==> config.mk <==
export PLATFORM = sky130hd
export DESIGN_NAME = enemy_fire_scheduler_flat
export DESIGN_NICKNAME = d
export VERILOG_FILES = /design/src/rtl/enemy_fire_scheduler_pkg.sv /design/src/rtl/enemy_fire_scheduler_if.sv /design/src/rtl/lfsr16.sv /design/src/rtl/enemy_fire_scheduler.sv /design/src/flat_wrapper.sv
export SDC_FILE = /design/constraint.sdc
export NUM_CORES = 1
export LEC_CHECK = 0
export CAP_MARGIN = 20
export CELL_PAD_IN_SITES_DETAIL_PLACEMENT = 2
export CELL_PAD_IN_SITES_GLOBAL_PLACEMENT = 2
export CORE_UTILIZATION = 31
export CTS_CLUSTER_DIAMETER = 60
export DETAILED_ROUTE_END_ITERATION = 6
export PLACE_DENSITY_LB_ADDON = 0.1
export REMOVE_ABC_BUFFERS = 1
export SLEW_MARGIN = 20
export SYNTH_ARGS = -nofsm -noshare
export SYNTH_HDL_FRONTEND = slang
export SYNTH_SLANG_ARGS = --single-unit
==> constraint.sdc <==
create_clock -name clk -period 4 [get_ports clk]
set_clock_uncertainty 0.1 [all_clocks]
set_input_delay 0.6 -clock clk [delete_from_list [all_inputs] [get_ports clk]]
set_output_delay 0.6 -clock clk [all_outputs]
set_load 0.05 [all_outputs]
==> src/rtl/enemy_fire_scheduler_pkg.sv <==
// Shared game constants, FSM encoding and index helpers for the enemy fire scheduler.
// The wave layout (COLUNAS x LINHAS) lives here so every block agrees on the bitmap shape.
package enemy_fire_scheduler_pkg;

  localparam int unsigned COLUNAS = 13;
  localparam int unsigned LINHAS  = 5;

  localparam int unsigned IdxW = 7;
  localparam int unsigned RowW = 3;
  localparam int unsigned ColW = 4;

  typedef enum logic [2:0] {
    StIdle,
    StWait,
    StPick,
    StScan,
    StFire
  } state_e;

  // Flat bitmap position of an enemy, computed at index width.
  function automatic logic [IdxW-1:0] flat_idx(input logic [RowW-1:0] row,
                                               input logic [ColW-1:0] col,
                                               input int unsigned     cols);
    return IdxW'(row) * IdxW'(cols) + IdxW'(col);
  endfunction

endpackage

==> src/rtl/enemy_fire_scheduler_if.sv <==
// Game-side handshake between the enemy wave and the enemy fire scheduler.
// master is the scheduler; slave is the game logic that owns the bullet and the wave.
interface enemy_fire_scheduler_if #(
  parameter int unsigned NumInimigos = 65
);
  import enemy_fire_scheduler_pkg::*;

  logic                   enable;
  logic [NumInimigos-1:0] vivo_inimigo;
  logic                   tiro_livre;
  logic                   disparo;
  logic [IdxW-1:0]        ID_enemy_tiro_X;
  logic [RowW-1:0]        ID_enemy_tiro_Y;
  logic                   ocupado;

  modport master (
    input  enable,
    input  vivo_inimigo,
    input  tiro_livre,
    output disparo,
    output ID_enemy_tiro_X,
    output ID_enemy_tiro_Y,
    output ocupado
  );

  modport slave (
    output enable,
    output vivo_inimigo,
    output tiro_livre,
    input  disparo,
    input  ID_enemy_tiro_X,
    input  ID_enemy_tiro_Y,
    input  ocupado
  );

endinterface

==> src/rtl/lfsr16.sv <==
// Free-running 16-bit Galois LFSR, x^16+x^14+x^13+x^11+1, used to randomise the shooter column.
module lfsr16 (
  input  logic        clk,
  input  logic        reset,
  input  logic [15:0] seed,
  output logic [15:0] q
);

  localparam logic [15:0] Taps = 16'hB400;

  // A zero seed would lock the register, so fall back to a non-zero state.
  always_ff @(posedge clk) begin
    if (reset) begin
      q <= (seed != 16'h0000) ? seed : 16'h0001;
    end else begin
      q <= (q >> 1) ^ (q[0] ? Taps : 16'h0000);
    end
  end

endmodule

==> src/rtl/enemy_fire_scheduler.sv <==
// Periodically picks a random column, scans it bottom-up for a live enemy and fires once the
// enemy bullet is free; gives up after every column has been tried once.
module enemy_fire_scheduler #(
  parameter int unsigned COLUNAS   = enemy_fire_scheduler_pkg::COLUNAS,
  parameter int unsigned LINHAS    = enemy_fire_scheduler_pkg::LINHAS,
  parameter int unsigned PERIODO   = 25_000_000,
  parameter logic [15:0] LFSR_SEED = 16'hACE1
) (
  input  logic                          clk,
  input  logic                          reset,
  enemy_fire_scheduler_if.master        bus
);
  import enemy_fire_scheduler_pkg::*;

  localparam int unsigned TimerW = (PERIODO > 1) ? $clog2(PERIODO) : 1;
  localparam logic [TimerW-1:0] TimerLoad = TimerW'(PERIODO - 1);
  localparam int unsigned TriedW = ColW + 1;

  logic [15:0]       lfsr_q;
  state_e            state_q;
  logic [TimerW-1:0] timer_q;
  logic [ColW-1:0]   col_q, lat_col_q;
  logic [RowW-1:0]   row_q, lat_row_q;
  logic [TriedW-1:0] tried_q;
  logic              disparo_q, ocupado_q;
  logic [IdxW-1:0]   id_x_q;
  logic [RowW-1:0]   id_y_q;

  logic [ColW-1:0]   lfsr_col, pick_col;
  logic [IdxW-1:0]   scan_idx, lat_idx;
  logic              unused_lfsr;

  lfsr16 u_lfsr (
    .clk   (clk),
    .reset (reset),
    .seed  (LFSR_SEED),
    .q     (lfsr_q)
  );

  assign unused_lfsr = ^lfsr_q[15:ColW];
  assign lfsr_col    = lfsr_q[ColW-1:0];

  // Fold the 4-bit random value into 0..COLUNAS-1 with a single subtraction.
  always_comb begin
    pick_col = lfsr_col;
    if (lfsr_col >= ColW'(COLUNAS)) begin
      pick_col = lfsr_col - ColW'(COLUNAS);
    end
  end

  assign scan_idx = flat_idx(row_q, col_q, COLUNAS);
  assign lat_idx  = flat_idx(lat_row_q, lat_col_q, COLUNAS);

  always_ff @(posedge clk) begin
    if (reset) begin
      state_q   <= StIdle;
      timer_q   <= TimerLoad;
      col_q     <= '0;
      row_q     <= '0;
      tried_q   <= '0;
      lat_col_q <= '0;
      lat_row_q <= '0;
      disparo_q <= 1'b0;
      ocupado_q <= 1'b0;
      id_x_q    <= '0;
      id_y_q    <= '0;
    end else if (!bus.enable) begin
      state_q   <= StIdle;
      timer_q   <= TimerLoad;
      disparo_q <= 1'b0;
      ocupado_q <= 1'b0;
    end else begin
      disparo_q <= 1'b0;
      case (state_q)
        StIdle: begin
          state_q <= StWait;
          timer_q <= TimerLoad;
        end
        StWait: begin
          if (timer_q == '0) begin
            state_q   <= StPick;
            ocupado_q <= 1'b1;
          end else begin
            timer_q <= timer_q - TimerW'(1);
          end
        end
        StPick: begin
          col_q   <= pick_col;
          row_q   <= RowW'(LINHAS - 1);
          tried_q <= '0;
          state_q <= StScan;
        end
        StScan: begin
          if (bus.vivo_inimigo[scan_idx]) begin
            lat_col_q <= col_q;
            lat_row_q <= row_q;
            state_q   <= StFire;
          end else if (row_q != '0) begin
            row_q <= row_q - RowW'(1);
          end else if (tried_q == TriedW'(COLUNAS - 1)) begin
            // Every column exhausted: abandon this attempt quietly.
            state_q   <= StWait;
            timer_q   <= TimerLoad;
            ocupado_q <= 1'b0;
          end else begin
            col_q   <= (col_q == ColW'(COLUNAS - 1)) ? '0 : col_q + ColW'(1);
            row_q   <= RowW'(LINHAS - 1);
            tried_q <= tried_q + TriedW'(1);
          end
        end
        StFire: begin
          if (!bus.vivo_inimigo[lat_idx]) begin
            state_q <= StPick;
          end else if (bus.tiro_livre) begin
            disparo_q <= 1'b1;
            id_x_q    <= lat_idx;
            id_y_q    <= lat_row_q;
            ocupado_q <= 1'b0;
            timer_q   <= TimerLoad;
            state_q   <= StWait;
          end
        end
        default: state_q <= StIdle;
      endcase
    end
  end

  assign bus.disparo         = disparo_q;
  assign bus.ocupado         = ocupado_q;
  assign bus.ID_enemy_tiro_X = id_x_q;
  assign bus.ID_enemy_tiro_Y = id_y_q;

endmodule

==> src/flat_wrapper.sv <==
// flat-port wrapper written by rule: the top's interface ports become plain ports
module enemy_fire_scheduler_flat import enemy_fire_scheduler_pkg::*;
#(
  parameter int unsigned COLUNAS   = enemy_fire_scheduler_pkg::COLUNAS,
  parameter int unsigned LINHAS    = enemy_fire_scheduler_pkg::LINHAS,
  parameter int unsigned PERIODO   = 25_000_000,
  parameter logic [15:0] LFSR_SEED = 16'hACE1
)
  (clk, reset, bus_enable, bus_vivo_inimigo, bus_tiro_livre, bus_disparo, bus_ID_enemy_tiro_X, bus_ID_enemy_tiro_Y, bus_ocupado);
  enemy_fire_scheduler_if #(.NumInimigos(((13) * (5)))) bus_i ();
  input  logic clk;
  input  logic reset;
  input wire logic [$bits(bus_i.enable)-1:0] bus_enable;
  input wire logic [$bits(bus_i.vivo_inimigo)-1:0] bus_vivo_inimigo;
  input wire logic [$bits(bus_i.tiro_livre)-1:0] bus_tiro_livre;
  output wire logic [$bits(bus_i.disparo)-1:0] bus_disparo;
  output wire logic [$bits(bus_i.ID_enemy_tiro_X)-1:0] bus_ID_enemy_tiro_X;
  output wire logic [$bits(bus_i.ID_enemy_tiro_Y)-1:0] bus_ID_enemy_tiro_Y;
  output wire logic [$bits(bus_i.ocupado)-1:0] bus_ocupado;
  assign bus_i.enable = bus_enable;
  assign bus_i.vivo_inimigo = bus_vivo_inimigo;
  assign bus_i.tiro_livre = bus_tiro_livre;
  assign bus_disparo = bus_i.disparo;
  assign bus_ID_enemy_tiro_X = bus_i.ID_enemy_tiro_X;
  assign bus_ID_enemy_tiro_Y = bus_i.ID_enemy_tiro_Y;
  assign bus_ocupado = bus_i.ocupado;
  enemy_fire_scheduler #(.COLUNAS(COLUNAS), .LINHAS(LINHAS), .PERIODO(PERIODO), .LFSR_SEED(LFSR_SEED)) u_core (.clk(clk), .reset(reset), .bus(bus_i));
endmodule
### Word level (Yosys, flattened, before mapping)

Index checks and enable logic that the tools add are counted.

| word-level totals | value |
|---|---|
| flip-flop bits (word level) | 75 |
| latch bits | 0 |
| memory bits (writable) | 0 |
| memory bits (read-only) | 0 |
| input bits | 69 |
| output and inout bits | 12 |
| word-level logic and storage cells | 102 |
| memories | 0 |

| operators by class | value |
|---|---|
| add/subtract/negate cells | 7 |
| multipliers | 2 |
| div/mod/pow operators | 0 |
| order comparisons | 3 |
| equality and inequality tests | 18 |
| shift operators | 0 |
| mux-type cells | 41 |
| bitwise operators | 4 |
| reductions and logical operators | 15 |

Operator list:

| operator | count |
|---|---|
| 2-to-1 mux 25 bit | 6 |
| case mux 25 bit (4 select lines) | 1 |
| 2-to-1 mux 3 bit | 9 |
| zero test 25 bit | 1 |
| subtractor 25 x 1 -> 25 bit, second input constant | 1 |
| 2-to-1 mux 4 bit | 5 |
| less-than comparator 7 x 8 -> 1 bit, second input constant | 2 |
| 2-to-1 mux 16 bit | 1 |
| XOR 15 x 16 -> 16 bit | 1 |
| 2-to-1 mux 5 bit | 3 |
| case mux 3 bit (5 select lines) | 1 |
| adder 7 x 4 -> 7 bit | 2 |
| binary-select mux 1 bit (select 7 bit) | 2 |
| multiplier 3 x 4 -> 7 bit, second input constant | 2 |
| AND reduction 7 bit | 2 |
| AND reduction 4 bit | 3 |
| != test 2 bit, second input constant | 5 |
| case mux 5 bit (2 select lines) | 1 |
| 2-to-1 mux 1 bit | 9 |
| case mux 4 bit (2 select lines) | 1 |
| == test 3 x 2 -> 1 bit, second input constant | 2 |
| != test 2 x 1 -> 1 bit, second input constant | 3 |
| != test 3 x 2 -> 1 bit, second input constant | 2 |
| case mux 3 bit (2 select lines) | 1 |
| 21 further kinds | 24 |

### Depth between registers and ports, before layout

Gate-level depths: netlist of the first run.

| logic depth | value |
|---|---|
| word-level depth | 6 |
| mapped depth | 15 |
| mapped depth without buffers | 14 |

### Modules after synthesis

A second synthesis of the first run with hierarchy kept.

| unflattened totals | value |
|---|---|
| cells, all modules | 616 |
| area, all modules | 5629.1 µm² |

Modules (own cells, without submodules):

| module | times used | cells an instance | area an instance (µm²) |
|---|---|---|---|
| enemy_fire_scheduler | 1 | 569 | 5038.6 |
| lfsr16 | 1 | 47 | 590.6 |

### Worst setup path after synthesis of the first run

Ideal clock, no wire load.

| timing | value |
|---|---|
| path type | register to register |
| start point | reg u_core.lat_row_q[1] |
| end point | reg u_core.timer_q[1] |
| arrival | 3.679 ns |
| data required time | 3.771 ns |
| path slack | 0.091 ns |
| stages on the path, launching flop included | 13 |
| path buffers | 1 |
| clock period less this slack | 3.909 ns |
| cell sequence | dfxtp_1 ha_1 fa_1 ha_1 xor2_4 mux4_2 mux2_2 a2111oi_4 o31ai_1 o211ai_2 buf_6 mux2i_1 nand2_1 |

| on the way | value |
|---|---|
| cells in the longest elaborated chain, start to end | 6 |

RTL lines:

| item | RTL line | RTL |
|---|---|---|
| start: declaration | enemy_fire_scheduler.sv:23 | `logic [RowW-1:0] row_q, lat_row_q;` |
| start signal: assignment | enemy_fire_scheduler.sv:96 | `lat_row_q <= row_q;` |
| multiplier 3 x 4 -> 7 bit | enemy_fire_scheduler_pkg.sv:24 | `return IdxW'(row) * IdxW'(cols) + IdxW'(col);` |
| adder 7 x 4 -> 7 bit | enemy_fire_scheduler_pkg.sv:24 |  |
| binary-select mux 1 bit (select 7 bit) | enemy_fire_scheduler.sv:112 | `if (!bus.vivo_inimigo[lat_idx]) begin` |
| 2-to-1 mux 1 bit (implied by the code) | enemy_fire_scheduler.sv:112 |  |
| != test 2 x 1 -> 1 bit (no line) | -- |  |
| AND reduction 7 bit (no line) | -- |  |
| end signal: assignment | enemy_fire_scheduler.sv:84 | `timer_q <= timer_q - TimerW'(1);` |
| end signal: assignment | enemy_fire_scheduler.sv:103 | `timer_q <= TimerLoad;` |
| end signal: assignment | enemy_fire_scheduler.sv:119 | `timer_q <= TimerLoad;` |
| end: declaration | enemy_fire_scheduler.sv:21 | `logic [TimerW-1:0] timer_q;` |

No other way between the ends. The select of a mux whose other input is x is not followed.
A chain may end at the register's enable or synchronous reset.

### Worst setup path in the final report of the first run

| timing | value |
|---|---|
| start point | reg u_core.lat_row_q[0] |
| end point | reg u_core.timer_q[16] |

The elaborated chain is that of the path after synthesis.

==> results of run 1 <==
[layer usage]
metal / routed length [µm] / track usage
met5: 0 / 0
met4: 442 / 0.0691
met3: 618 / 0.0401
met2: 10700 / 0.417
met1: 7740 / 0.247
[cell usage in the layout, fill, tap and decap left out, drive strengths merged, types with 5 or more instances in the layout]
cell type,Yosys,routed
clkdlybuf4s50,0,80
dfxtp,75,75
nor2,55,55
buf,10,52
a21oi,40,40
ha,35,35
mux4,33,33
nand2,31,31
mux2i,31,31
inv,24,25
nand3,23,23
o21ai,20,20
clkbuf,16,16
nor3,14,14
nor2b,11,11
o31ai,11,11
nand2b,10,10
or3,8,8
or2,8,8
o211ai,7,7
xnor2,6,6
a31oi,5,5
nand3b,5,5
nor4,5,5
[cell type report]
cell class,count,area [µm²]
clock buffers,14,244
clock inverters,2,60.1
fillers,1686,8760
inverters,25,93.8
multi-input cells,421,3850
flip-flops and latches,75,1510
well taps,216,270
repair buffers,134,1320
[state kept, by name (all words and copies together), names as in the netlist]
name                        count
u_core.row_q                    3
u_core.lat_col_q                4
u_core.bus.ID_enemy_tiro_X      7
u_core.bus.disparo              1
u_core.tried_q                  5
u_core.col_q                    4
u_core.lat_row_q                3
u_core.bus.ID_enemy_tiro_Y      3
u_core.bus.ocupado              1
u_core.u_lfsr.q                16
u_core.timer_q                 25
u_core.state_q                  3
[worst max-delay path, cell delays in order (launching register included)]
cell	delay [ns]
dfxtp_4	0.39
ha_4	0.21
fa_1	0.54
ha_4	0.35
xor2_4	0.22
mux4_2	0.53
mux2_4	0.28
a2111oi_4	0.44
o31ai_4	0.14
o211ai_4	0.19
buf_12	0.17
a21oi_1	0.04
o32a_1	0.28
[power by group through the flow]
stage,clock (mW),combinational [mW],sequential (mW)
detailed placement,0,0.216,0.784
floorplan,0,0.0860,0.781
CTS,0.893,0.220,0.767
finish,0.866,0.240,0.767
global placement,0,0.209,0.783
global route,0.919,0.257,0.768
[worst max path at each step]
stage                                    from                            end
after detailed placement  u_core.lat_row_q[0]             u_core.timer_q[24]
after global routing      u_core.lat_row_q[0]  u_core.bus.ID_enemy_tiro_X[6]
after floorplan               u_core.row_q[0]             u_core.timer_q[16]
after global placement    u_core.lat_row_q[0]             u_core.timer_q[24]
final                     u_core.lat_row_q[0]             u_core.timer_q[16]
after CTS                 u_core.lat_row_q[0]             u_core.timer_q[16]
[kinds of logic (layout without fill, tap and decap cells)]
family	count (synthesis)	after routing	share of synthesized area
muxes	68	68	0.212
and+or+nand+nor	193	193	0.191
DFF	75	75	0.290
xor gates and xnor gates	10	10	0.0205
adders and majority gates	39	39	0.0999
AOI/OAI and AO/OA	111	111	0.143
buffers and inverters	51	175	0.0442
[through the flow]
stage	TNS [ns]	total power [mW]	utilization	worst slack, ns	hold slack (ns)
floorplan	-0.290	0.867	-	-0.121	0.289
global placement	-0.0253	0.992	0.405	-0.0157	0.291
detailed placement	-7.28	0.999	0.405	-0.380	0.318
CTS	-0.0519	1.88	0.431	-0.0225	0.334
global route	-2.51	1.94	0.456	-0.120	0.348
finish	-0.0260	1.87	0.456	-0.0162	0.324
[timing repair]
action / 4_1_cts / 5_1_grt
setup buffers: 3 / 1
cloned: 0 / 3
setup endpoints to repair: 50 / 58
pin swaps: 7 / 29
gates resized for setup: 20 / 60
hold buffers: 0 / 0
==> flow_metrics.py, run 1 <==
metrics = {
    "run_status": {
        "status": "finished with violations",
        "violations": "setup timing",
    },
    "floorplan": {
        "rows": 46,
        "die_w_um": 131,
        "num_io_pins": 81,
        "core_um2": 16100,
        "die_h_um": 131,
        "dieArea_um2": 17200,
        "start_util": 0.322,
    },
    "drt": {
        "vias_per_cell": 5.45,
        "ant_nets": 0,
        "drt_iter0_markers": 148,
        "firstDrtPassIters": 4,
        "drc": 0,
        "via_count": 4834,
        "routedWlPerCell_um": 21.9,
        "routed_wl_um": 19500,
    },
    "sta": {
        "worst_slack_ns": -0.0162,
        "rsz0062_at_grt": "true",
        "slew_headroom": 0.328,
        "period_minus_slack_ns": 4.02,
        "hold_viol_final": 0,
        "maxSlewViolCount": 0,
        "fmax_ghz": 0.249,
        "fin_crit_sh": 1.00,
        "worstMarginPinSlew_ns": 1.00,
        "finalSetupViolCount": 2,
    },
    "setup_path": {
        "r2r-end": "u_core.timer_q[16]",
        "reg2reg_slack_ns": -0.02,
        "cp_max_fo": 5,
        "r2r_start": "u_core.lat_row_q[0]",
        "worst_setup_path_end_kind": "flip-flop",
        "critPathRequiredTime_ns": 4.13,
        "arrival_ns": 4.15,
        "start_kind": "flip-flop",
        "reg2reg_depth": 12,
        "crit_type": "flip-flop to flip-flop",
    },
    "logic_synthesis": {
        "synth_top_cells_by_count": "dfxtp_1, nor2_1, a21oi_1",
        "yosys-top-cells-area": "dfxtp_1, mux4_2, ha_1, mux2i_1, nor2_1",
        "synthesis.area_um2": 5180,
        "syn-instance-count": 547,
        "synth_seq_cells": 75,
        "synth_edf_count": 0,
        "synthFlopType": "dfxtp_1",
        "avgSynthCellArea_um2": 9.48,
        "synth_top_area_frac": 0.290,
        "synthArstFlopShare": 0,
        "synth_most_common_cell": "dfxtp_1",
        "synth_warnings": 0,
        "yosysSeqAreaShare": 0.290,
        "ys_types": 64,
        "yosys.area.top_type": "dfxtp_1",
    },
    "final_layout": {
        "postLayoutCellArea_um2": 7350,
        "antennaDiodeCount": 0,
        "syn_to_final_growth_pct": 41.9,
        "layout-drive-gt1-share": 0.253,
        "fin_nets": 774,
        "instances_no_fill": 887,
    },
    "global_routing": {
        "grt_pass1_wl_um": 29600,
        "antenna_found_initial": 0,
        "grt_pass1_vias": 5376,
        "grt_max_degree": 41,
        "overflow": 0,
        "grt_usage": 0.220,
    },
    "clocking": {
        "cts.path.max_buffers": 2,
        "cts-htree-levels": 3,
        "clockRootBuffer": "clkbuf_16",
        "cts.sinks": 75,
        "cts_tree": "yes",
        "clk_latency_ns": 0.34,
        "path_clk_slew_ns": 0.06,
        "numCtsBuffers": 9,
    },
    "pwr": {
        "ir_worst_vdd_mv": 0.219,
        "p_leak_nw": 2.67,
        "p_comb_frac": 0.128,
        "p_clk_frac": 0.463,
        "swShare": 0.230,
        "powerDensity_nw_per_um2": 255,
        "netSwitchingPower_mw": 0.431,
        "sequentialPowerShare": 0.409,
        "intPower_mw": 1.44,
    },
    "placed_design": {
        "post_dp_cell_area_um2": 6520,
        "port_buffers": 80,
        "dpl.hpwl_um": 14200,
        "place_congestion": 0.860,
        "dpl.cell_count": 864,
    },
    "min_path": {
        "min-delay-path-class": "flip-flop to flip-flop",
        "whs_path_depth": 1,
        "worstHoldStart": "u_core.u_lfsr.q[8]",
        "min_to": "u_core.u_lfsr.q[7]",
    },
    "flow_run": {
        "cap_violations": 0,
    },
}
Note: power is estimated with default switching activity, not from simulation.
==> run 2: changes to the inputs <==
--- a/config.mk
+++ b/config.mk
@@ -12,6 +12,7 @@
 export CTS_CLUSTER_DIAMETER = 60
 export DETAILED_ROUTE_END_ITERATION = 6
 export PLACE_DENSITY_LB_ADDON = 0.1
+export RECOVER_POWER = 25
 export REMOVE_ABC_BUFFERS = 1
 export SLEW_MARGIN = 20
 export SYNTH_ARGS = -nofsm -noshare
==> run 2 against run 1 <==
- count of clock-buffer cells in the layout is the same
- final area is the same
- the run still ends with setup timing left
- clock power is essentially flat
- die area is the same
- routed wire length is essentially flat
==> flow_metrics.py, run 2 (synthesized netlist as in run 1, its figures left out) <==
metrics = {
    "run_status": {
        "status": "finished with violations",
        "violations": "setup timing",
    },
    "clocking": {
        "cts_tree": "yes",
        "clk_latency_ns": 0.34,
        "path_clk_slew_ns": 0.06,
        "cts.sinks": 75,
        "cts_hold_buf": 0,
        "cts-htree-levels": 3,
        "numCtsBuffers": 9,
        "cts.path.max_buffers": 2,
        "clockRootBuffer": "clkbuf_16",
    },
    "pwr": {
        "p_clk_frac": 0.463,
        "p_total_mw": 1.87,
        "swShare": 0.230,
        "p_comb_frac": 0.128,
        "intPower_mw": 1.44,
        "sequentialPowerShare": 0.409,
        "ir_worst_vdd_mv": 0.219,
        "p_leak_nw": 2.67,
        "powerDensity_nw_per_um2": 255,
        "netSwitchingPower_mw": 0.430,
    },
    "sta": {
        "timing.setup.tns_ns": -0.0272,
        "maxSlewViolCount": 0,
        "holdWs_ns": 0.324,
        "worst_slack_ns": -0.0166,
        "hold_viol_final": 0,
        "finalSetupViolCount": 2,
        "worstMarginPinSlew_ns": 1.01,
        "rsz0062_at_grt": "true",
        "period_minus_slack_ns": 4.02,
        "fin_crit_sh": 1.00,
        "fmax_ghz": 0.249,
        "slew_headroom": 0.323,
    },
    "floorplan": {
        "rows": 46,
        "dieArea_um2": 17200,
        "core_um2": 16100,
        "die_h_um": 131,
        "die_w_um": 131,
        "num_io_pins": 81,
        "start_util": 0.322,
    },
    "setup_path": {
        "arrival_ns": 4.15,
        "start_kind": "flip-flop",
        "critPathSlowestCell": "fa_1",
        "path_cells": "ha_4 -> fa_1 -> ha_4 -> xor2_4 -> mux4_2 -> mux2_4 -> a2111oi_4 -> o31ai_4 -> o211ai_4 -> buf_12 -> a21oi_1 -> o32a_1",
        "cp_common_cell": "ha_4",
        "crit_type": "flip-flop to flip-flop",
        "critPathRequiredTime_ns": 4.13,
        "cp_max_fo": 5,
        "worst_setup_path_end_kind": "flip-flop",
        "critPathMaxStageDelay_ns": 0.54,
    },
    "placed_design": {
        "place_congestion": 0.860,
        "dpl.hpwl_um": 14200,
        "post_dp_cell_area_um2": 6520,
        "port_buffers": 80,
    },
    "final_layout": {
        "regMostFlops": "u_core.timer_q",
        "layout-drive-gt1-share": 0.253,
        "largest_register_ff_count": 25,
        "fin_nets": 774,
        "antennaDiodeCount": 0,
        "syn_to_final_growth_pct": 41.9,
        "postLayoutCellArea_um2": 7350,
        "final_common_cell": "clkdlybuf4s50_1",
        "layout_common_cells": "clkdlybuf4s50_1, dfxtp_1, nor2_1, buf_4, a21oi_1",
    },
    "min_path": {
        "min-delay-path-class": "flip-flop to flip-flop",
    },
    "drt": {
        "via_count": 4831,
        "routed_wl_um": 19500,
        "drc": 0,
        "drt_iter0_markers": 149,
        "routedWlPerCell_um": 21.9,
        "firstDrtPassIters": 4,
        "vias_per_cell": 5.45,
        "ant_nets": 0,
    },
    "global_routing": {
        "antenna_found_initial": 0,
        "overflow": 0,
        "grt_pass1_wl_um": 29600,
        "grt_pass1_vias": 5376,
        "grt_usage": 0.220,
        "grt_max_degree": 41,
    },
    "flow_run": {
        "cap_violations": 0,
    },
}
run 2: power groups by stage:
stage | logic (mW) | registers [mW] | clock network (mW)
2_1_floorplan | 0.0860 | 0.781 | 0
6_report | 0.240 | 0.767 | 0.866
3_3_place_gp | 0.209 | 0.783 | 0
4_1_cts | 0.220 | 0.767 | 0.893
5_1_grt | 0.256 | 0.768 | 0.919
3_5_place_dp | 0.216 | 0.784 | 0
run 2: path summary, 6_finish.rpt:
path | slack [ns] | from | cells past startpoint | end
setup / recovery | -0.02 | u_core.lat_row_q[0] | 12 | u_core.timer_q[16]
hold / removal | 0.32 | u_core.u_lfsr.q[8] | 1 | u_core.u_lfsr.q[7]
setup reg to reg | -0.02 | u_core.lat_row_q[0] | 12 | u_core.timer_q[16]
hold reg to reg | 0.32 | u_core.u_lfsr.q[8] | 1 | u_core.u_lfsr.q[7]
run 2: cell type report:
class                      count  area [µm²]
multi-input combinational    421        3850
timing repair buffer         134        1320
sequential                    75        1510
tap                          216         270
fill                        1686        8760
inverter                      25        93.8
clock inverter                 2        60.1
clock buffer                  14         244
run 2: layer usage:
metal  global-route usage  vias to the layer above  wire (µm)
li1                     -                     2270          -
met1                0.247                     2432       7760
met2                0.417                      103      10600
met3               0.0401                       26        606
met4               0.0691                        0        442
met5                    0                        -          0
run 2: through the flow:
step / util / std cells / setup WS, ns
after floorplan: - / 521 / -0.121
after global placement: 0.405 / 864 / -0.0157
after detailed placement: 0.405 / 864 / -0.380
after CTS: 0.431 / 883 / -0.0225
after global routing: 0.456 / 887 / -0.120
final: 0.456 / 887 / -0.0166
run 2: critical path, delay by kind of cell, from the launching register on:
family / cells / cell delay (ns)
xor+xnor: 1 / 0.22
fa+ha+maj: 3 / 1.10
mux: 2 / 0.81
buf+inv: 1 / 0.17
flops: 1 / 0.39
compound gates: 5 / 1.09
run 2: timing repair:
action	4_1_cts	5_1_grt
gates resized for setup	20	60
setup buffers	3	1
pin swaps	7	29
endpoints found under the setup margin	50	58
gates cloned	0	3
